===== config.mk =====
export PLATFORM = sky130hd
export DESIGN_NAME = blake_stream_pad_flat
export DESIGN_NICKNAME = d
export VERILOG_FILES = /design/src/rtl/blake_stream_pad_if.sv /design/src/rtl/blake_stream_pad.sv /design/src/flat_wrapper.sv
export SDC_FILE = /design/constraint.sdc
export NUM_CORES = 2
export LEC_CHECK = 0
export BUFFER_PORTS_ARGS = -buffer_cell sky130_fd_sc_hd__buf_4
export CAP_MARGIN = 20
export CORE_AREA = 2 2 484 486
export DETAILED_ROUTE_END_ITERATION = 7
export DIE_AREA = 0 0 486 488
export HOLD_SLACK_MARGIN = 0.05
export PLACE_DENSITY = 0.4
export SKIP_CTS_REPAIR_TIMING = 1
export SYNTH_ARGS = -nofsm -noshare
export SYNTH_HDL_FRONTEND = slang
export SYNTH_SLANG_ARGS = --single-unit

===== constraint.sdc =====
create_clock -name clk -period 4.1 [get_ports clk]
set_clock_uncertainty 0.1 [all_clocks]
set_input_delay 0.82 -clock clk [delete_from_list [all_inputs] [get_ports clk]]
set_output_delay 0.82 -clock clk [all_outputs]
set_load 0.02 [all_outputs]

===== src/rtl/blake_stream_pad_if.sv =====
// Handshake bundle between a message source, the BLAKE-512 stream padder and the compression core.
// Word side: in_valid/in_ready; block side: blk_valid/blk_ready. A transfer happens on a rising edge where valid && ready.
interface blake_stream_pad_if #(
  parameter int DIN_W = 64
);
  localparam int NBW = $clog2(DIN_W / 8);

  logic             in_valid;
  logic             in_ready;
  logic [DIN_W-1:0] in_data;
  logic             in_last;
  logic [NBW-1:0]   in_nbytes;

  logic             blk_valid;
  logic             blk_ready;
  logic [1023:0]    blk_data;
  logic [127:0]     blk_cnt;
  logic             blk_first;
  logic             blk_final;

  modport master (
    output in_valid, in_data, in_last, in_nbytes, blk_ready,
    input  in_ready, blk_valid, blk_data, blk_cnt, blk_first, blk_final
  );

  modport slave (
    input  in_valid, in_data, in_last, in_nbytes, blk_ready,
    output in_ready, blk_valid, blk_data, blk_cnt, blk_first, blk_final
  );
endinterface


===== src/rtl/blake_stream_pad.sv =====
// BLAKE-512 streaming front end: packs DIN_W-bit words into 1024-bit blocks, pads, appends the
// 128-bit length and tags each block with its bit counter t and first/final flags.
module blake_stream_pad #(
  parameter int DIN_W = 64,
  parameter int CNT_W = 64
) (
  input  logic               clk,
  input  logic               rstb,
  blake_stream_pad_if.slave  bus,
  output logic [1:0]         o_dbg_state
);

  localparam int NB  = DIN_W / 8;
  localparam int WPB = 1024 / DIN_W;
  localparam int WIW = $clog2(WPB);

  typedef enum logic [1:0] {
    S_FILL  = 2'd0,
    S_EMIT  = 2'd1,
    S_EXTRA = 2'd2
  } state_t;

  state_t           r_state;
  state_t           w_next;
  logic [WIW-1:0]   r_widx;
  logic [CNT_W-1:0] r_total;
  logic             r_first_flag;
  logic             r_pend_extra;
  logic             r_pend_lead80;
  logic [1023:0]    r_blk_data;
  logic [127:0]     r_blk_cnt;
  logic             r_blk_first;
  logic             r_blk_final;

  logic             w_in_fire;
  logic             w_blk_fire;
  logic             w_widx_last;
  logic [7:0]       w_nvalid;
  logic [7:0]       w_r;
  logic [CNT_W-1:0] w_total_new;
  logic [127:0]     w_len;
  logic [1023:0]    w_ins;
  logic [1023:0]    w_pad;
  logic [1023:0]    w_extra;

  assign w_in_fire   = bus.in_valid && (r_state == S_FILL);
  assign w_blk_fire  = bus.blk_ready && (r_state == S_EMIT);
  assign w_widx_last = (r_widx == WIW'(WPB - 1));

  // Byte count r of the block so far including this word; non-last words always count as full.
  assign w_nvalid    = (bus.in_last && (bus.in_nbytes != '0)) ? 8'(bus.in_nbytes) : 8'(NB);
  assign w_r         = 8'(r_widx) * 8'(NB) + w_nvalid;
  assign w_total_new = r_total + CNT_W'({w_r, 3'b000});
  assign w_len       = 128'(w_total_new);

  // The block register doubles as the word assembly buffer while filling.
  always_comb begin
    w_ins = r_blk_data;
    w_ins[(WPB - 1 - int'(r_widx)) * DIN_W +: DIN_W] = bus.in_data;
  end

  // Bytes at or past r are dropped (this also clears unused bytes of the last word), then padded.
  always_comb begin
    w_pad = w_ins;
    for (int k = 0; k < 128; k++) begin
      if (k >= int'(w_r)) w_pad[(127 - k) * 8 +: 8] = 8'h00;
      if (k == int'(w_r)) w_pad[(127 - k) * 8 +: 8] = 8'h80;
      if (w_r <= 8'd111) begin
        if (k == 111) w_pad[(127 - k) * 8 +: 8] = w_pad[(127 - k) * 8 +: 8] | 8'h01;
        if (k >= 112) w_pad[(127 - k) * 8 +: 8] = w_len[(127 - k) * 8 +: 8];
      end
    end
  end

  always_comb begin
    w_extra            = '0;
    w_extra[1023:1016] = r_pend_lead80 ? 8'h80 : 8'h00;
    w_extra[135:128]   = 8'h01;
    w_extra[127:0]     = 128'(r_total);
  end

  always_ff @(posedge clk or negedge rstb) begin
    if (!rstb) r_state <= S_FILL;
    else       r_state <= w_next;
  end

  always_comb begin
    w_next = r_state;
    case (r_state)
      S_FILL:  if (w_in_fire && (bus.in_last || w_widx_last)) w_next = S_EMIT;
      S_EMIT:  if (w_blk_fire) w_next = r_pend_extra ? S_EXTRA : S_FILL;
      S_EXTRA: w_next = S_EMIT;
      default: w_next = S_FILL;
    endcase
  end

  always_comb begin
    bus.in_ready  = (r_state == S_FILL);
    bus.blk_valid = (r_state == S_EMIT);
    o_dbg_state   = r_state;
  end

  assign bus.blk_data  = r_blk_data;
  assign bus.blk_cnt   = r_blk_cnt;
  assign bus.blk_first = r_blk_first;
  assign bus.blk_final = r_blk_final;

  always_ff @(posedge clk or negedge rstb) begin
    if (!rstb) begin
      r_widx        <= '0;
      r_total       <= '0;
      r_first_flag  <= 1'b1;
      r_pend_extra  <= 1'b0;
      r_pend_lead80 <= 1'b0;
      r_blk_data    <= '0;
      r_blk_cnt     <= '0;
      r_blk_first   <= 1'b0;
      r_blk_final   <= 1'b0;
    end else begin
      case (r_state)
        S_FILL: begin
          if (w_in_fire) begin
            if (bus.in_last) begin
              r_widx        <= '0;
              r_total       <= w_total_new;
              r_blk_data    <= w_pad;
              r_blk_cnt     <= w_len;
              r_blk_first   <= r_first_flag;
              r_blk_final   <= (w_r <= 8'd111);
              r_pend_extra  <= (w_r >= 8'd112);
              r_pend_lead80 <= (w_r == 8'd128);
            end else if (w_widx_last) begin
              r_widx      <= '0;
              r_total     <= w_total_new;
              r_blk_data  <= w_ins;
              r_blk_cnt   <= w_len;
              r_blk_first <= r_first_flag;
              r_blk_final <= 1'b0;
            end else begin
              r_widx     <= r_widx + 1'b1;
              r_blk_data <= w_ins;
            end
          end
        end
        S_EMIT: begin
          // A message ends only on the handshake of its final block.
          if (w_blk_fire) begin
            r_first_flag <= r_blk_final;
            if (r_blk_final) r_total <= '0;
          end
        end
        S_EXTRA: begin
          r_blk_data    <= w_extra;
          r_blk_cnt     <= '0;
          r_blk_first   <= 1'b0;
          r_blk_final   <= 1'b1;
          r_pend_extra  <= 1'b0;
          r_pend_lead80 <= 1'b0;
        end
        default: ;
      endcase
    end
  end

endmodule


===== src/flat_wrapper.sv =====
// flat-port wrapper written by rule: the top's interface ports become plain ports
module blake_stream_pad_flat 
#(
  parameter int DIN_W = 64,
  parameter int CNT_W = 64
)
  (clk, rstb, o_dbg_state, bus_in_valid, bus_in_data, bus_in_last, bus_in_nbytes, bus_blk_ready, bus_in_ready, bus_blk_valid, bus_blk_data, bus_blk_cnt, bus_blk_first, bus_blk_final);
  blake_stream_pad_if #(.DIN_W(DIN_W)) bus_i ();
  input  logic clk;
  input  logic rstb;
  output logic [1:0] o_dbg_state;
  input wire logic [$bits(bus_i.in_valid)-1:0] bus_in_valid;
  input wire logic [$bits(bus_i.in_data)-1:0] bus_in_data;
  input wire logic [$bits(bus_i.in_last)-1:0] bus_in_last;
  input wire logic [$bits(bus_i.in_nbytes)-1:0] bus_in_nbytes;
  input wire logic [$bits(bus_i.blk_ready)-1:0] bus_blk_ready;
  output wire logic [$bits(bus_i.in_ready)-1:0] bus_in_ready;
  output wire logic [$bits(bus_i.blk_valid)-1:0] bus_blk_valid;
  output wire logic [$bits(bus_i.blk_data)-1:0] bus_blk_data;
  output wire logic [$bits(bus_i.blk_cnt)-1:0] bus_blk_cnt;
  output wire logic [$bits(bus_i.blk_first)-1:0] bus_blk_first;
  output wire logic [$bits(bus_i.blk_final)-1:0] bus_blk_final;
  assign bus_i.in_valid = bus_in_valid;
  assign bus_i.in_data = bus_in_data;
  assign bus_i.in_last = bus_in_last;
  assign bus_i.in_nbytes = bus_in_nbytes;
  assign bus_i.blk_ready = bus_blk_ready;
  assign bus_in_ready = bus_i.in_ready;
  assign bus_blk_valid = bus_i.blk_valid;
  assign bus_blk_data = bus_i.blk_data;
  assign bus_blk_cnt = bus_i.blk_cnt;
  assign bus_blk_first = bus_i.blk_first;
  assign bus_blk_final = bus_i.blk_final;
  blake_stream_pad #(.DIN_W(DIN_W), .CNT_W(CNT_W)) u_core (.clk(clk), .rstb(rstb), .bus(bus_i), .o_dbg_state(o_dbg_state));
endmodule

==> out/metrics.yaml <==
clock_tree:
  cts_max_path_buffers: 3
  clkSinkCount: 1158
  cts_root_buf: "clkbuf_16"
  insertion_delay_ns: 0.83
  numCtsBuffers: 150
  cts.htree.levels: 4
  clkSlewWorstSetupHoldPaths_ns: 0.05
  tritoncts: "yes"
floorplan:
  coreArea_um2: 232000
  rows: 177
  initial_utilization: 0.226
  dieArea_um2: 237000
  die_height_um: 488
  die_w_um: 486
  ioPinCount: 1230
critical_path:
  cp_max_fo: 11
  path_delay_family: "simple AND/OR/NAND/NOR gates"
  worstPathCellList: "inv_2, nor2_1, ha_1, nor2_1, o21ai_1, buf_4, nor2_2, nand2_1, nor2_1, buf_4, a32o_1"
  rr_startpoint: "u_core.r_widx[0]"
  r2r_end: "u_core.bus.blk_data[918]"
  worstPathArrival_ns: 4.73
  path_depth: 11
  crit_end: "u_core.bus.blk_data[918]"
  crit_buf_inv: 3
  ff2ff_path_depth: 11
  cp_common_cell: "nor2_1"
  regToRegSetupSlack_ns: 0.02
  path_class: "flop to flop"
  crit_start: "u_core.r_widx[0]"
  start_kind: "flop"
  setup.worst_path.end_class: "flop"
  critPathSlowestCell: "dfrtp_2"
  critPathMaxStageDelay_ns: 0.69
  critical_path_required_ns: 4.75
global_routing:
  use_met3: 0.0926
  grt_max_degree: 134
  grt_usage: 0.312
  first_global_vias: 51600
  top_usage_layer: "met2"
  grt_overflow: 0
  grt_pass1_wl_um: 502000
  met2_usage: 0.491
  antenna_found_initial: 50
  grt_use_met1: 0.396
power:
  p_leak_nw: 35.6
  ir_worst_vdd_mv: 0.670
  p_per_area_nw_per_um2: 621
logic_synthesis:
  yosysWarnings: 0
  synth_edf_count: 0
  synth_top_area_share: 0.552
  yosysTopAreaCell: "dfrtp_1"
  synth-seq-area-share: 0.553
  syn_area_per_cell_um2: 10.8
  synthTopCellsByArea: "dfrtp_1 55%, a22o_1 6.5%, a32o_1 6.0%"
  synth_async_sr_flop_share: 1.00
  synthCells: 4874
  netlist_area_um2: 52400
  ys.flop_type: "dfrtp_1"
  yosysUniqueCellTypes: 106
  synth_seq_cells: 1158
outcome:
  outcome: "finished, final reports clean"
hold_path:
  hp-start: "bus_blk_ready"
  holdPathStages: 2
  worstHoldPathType: "input port to flop"
finish:
  fillers: 24000
  multiInputGateArea_um2: 21800
  final_cells: 9695
  drive_above_1_share: 0.339
  final_common_cell: "buf_4"
  fin_util: 0.324
  fin_nets: 6611
  most-common-layout-cells: "1762 x buf_4, 1156 x dfrtp_1, 583 x nand2_1"
  syn2layout_area_growth_pct: 43.3
  seqCellArea_um2: 29000
sta:
  fmax_mhz: 245
  maxSlewHeadroom: 0.199
  maxSlewViolCount: 0
  finalCriticalPeriod_ns: 4.08
  grt_setup_unrepaired: "no"
  timing_hold_violations_final: 0
  whs_ns: 0.146
  tightest_slew_ns: 1.20
  setup_slack_ns: 0.0191
  min_period_over_period: 0.995
  finalSetupViolCount: 0
routing:
  wirelength_um: 382000
  via_per_inst: 5.48
  firstDrtPassIters: 6
  ant_nets: 0
  wl_per_cell_um: 39.4
  vias: 53100
  first_iter_violations: 5992
  drc_errors: 0
placed_design:
  pre_cts_slack_ns: -0.472
  io_buffers: 1165
  dp_cells: 9414
  gp_congestion: 0.998
  dp_hpwl_um: 294000
run:
  drv_cap: 0
## power breakdown
group / leakage [nW] / internal, mW / switching (mW) / total [mW]
combinational: 17.0 / 5.55 / 13.5 / 19.1
sequential: 16.0 / 12.5 / 0.986 / 13.5
clock: 2.53 / 8.34 / 5.78 / 14.1
total: 35.6 / 26.4 / 20.3 / 46.7
## state kept, by name (all words and copies together) (netlist names)
| register | count |
|---|---|
| u_core.bus.blk_cnt | 62 |
| u_core.r_total | 61 |
| u_core.bus.blk_data | 1024 |
| u_core.r_widx | 4 |
| u_core.r_first_flag | 1 |
| u_core.bus.blk_first | 1 |
| u_core.r_pend_extra | 1 |
| u_core.bus.blk_final | 1 |
| u_core.r_pend_lead80 | 1 |
| u_core.o_dbg_state | 2 |
## synth_stat cells, types with 51 or more instances
| cell | n |
|---|---|
| nand2_1 | 584 |
| buf_4 | 76 |
| a21oi_1 | 200 |
| o21ai_0 | 327 |
| a22o_1 | 387 |
| o21ai_1 | 130 |
| clkbuf_1 | 229 |
| a32o_1 | 316 |
| nand3_1 | 98 |
| buf_2 | 87 |
| nor2_1 | 254 |
| dfrtp_1 | 1157 |
| nor3_1 | 68 |
| a221o_1 | 51 |
## cell type report
type	instances	share of cell area
tap	3043	0.0507
inverter	35	0.00175
multi-input combinational	3317	0.290
clock inverter	39	0.00840
sequential	1158	0.386
antenna	10	0.000333
clock buffer	230	0.0603
timing repair buffer	1863	0.203
## through the flow
stage | power [mW] | instance area (µm²) | setup TNS (ns)
5_1_grt | 47.9 | 75100 | 0
2_1_floorplan | 21.0 | 52900 | -0.228
6_report | 46.7 | 75100 | 0
3_5_place_dp | 32.5 | 69900 | -84.06
3_3_place_gp | 32.4 | 69900 | -67.12
4_1_cts | 46.6 | 75100 | 0
## worst register-to-register path: cells and delay by family (launching register included)
family          cells  cell delay (ns)
simple gates        5             1.81
buf+inv             3             0.58
compound gates      2             0.58
fa+ha+maj           1             0.29
flops               1             0.69
## worst min-delay path by stage
| stage | to | slack (ns) |
|---|---|---|
| global route | u_core.o_dbg_state[0] | 0.14 |
| floorplan | u_core.r_first_flag | 0.36 |
| finish | u_core.o_dbg_state[0] | 0.15 |
| global placement | u_core.bus.blk_data[901] | 0.36 |
| CTS | u_core.bus.blk_data[320] | -0.11 |
| detailed placement | u_core.bus.blk_data[901] | 0.37 |
## metal layers
metal	wire length, µm	vias up
met3	36300	585
met1	154000	27900
met5	191	-
met4	18600	30
met2	173000	2888
li1	-	21700
## logic make-up after synthesis
kind of cell             share of synthesized area
AO/OA/AOI/OAI                                0.266
AND/OR/NAND/NOR                              0.116
flip-flops                                   0.553
buffers and inverters                       0.0411
XOR/XNOR                                   0.00983
multiplexers                                0.0106
adder cells (fa/ha/maj)                    0.00348
other                                    0.0000715
Note: power is estimated with default switching activity, not from simulation.
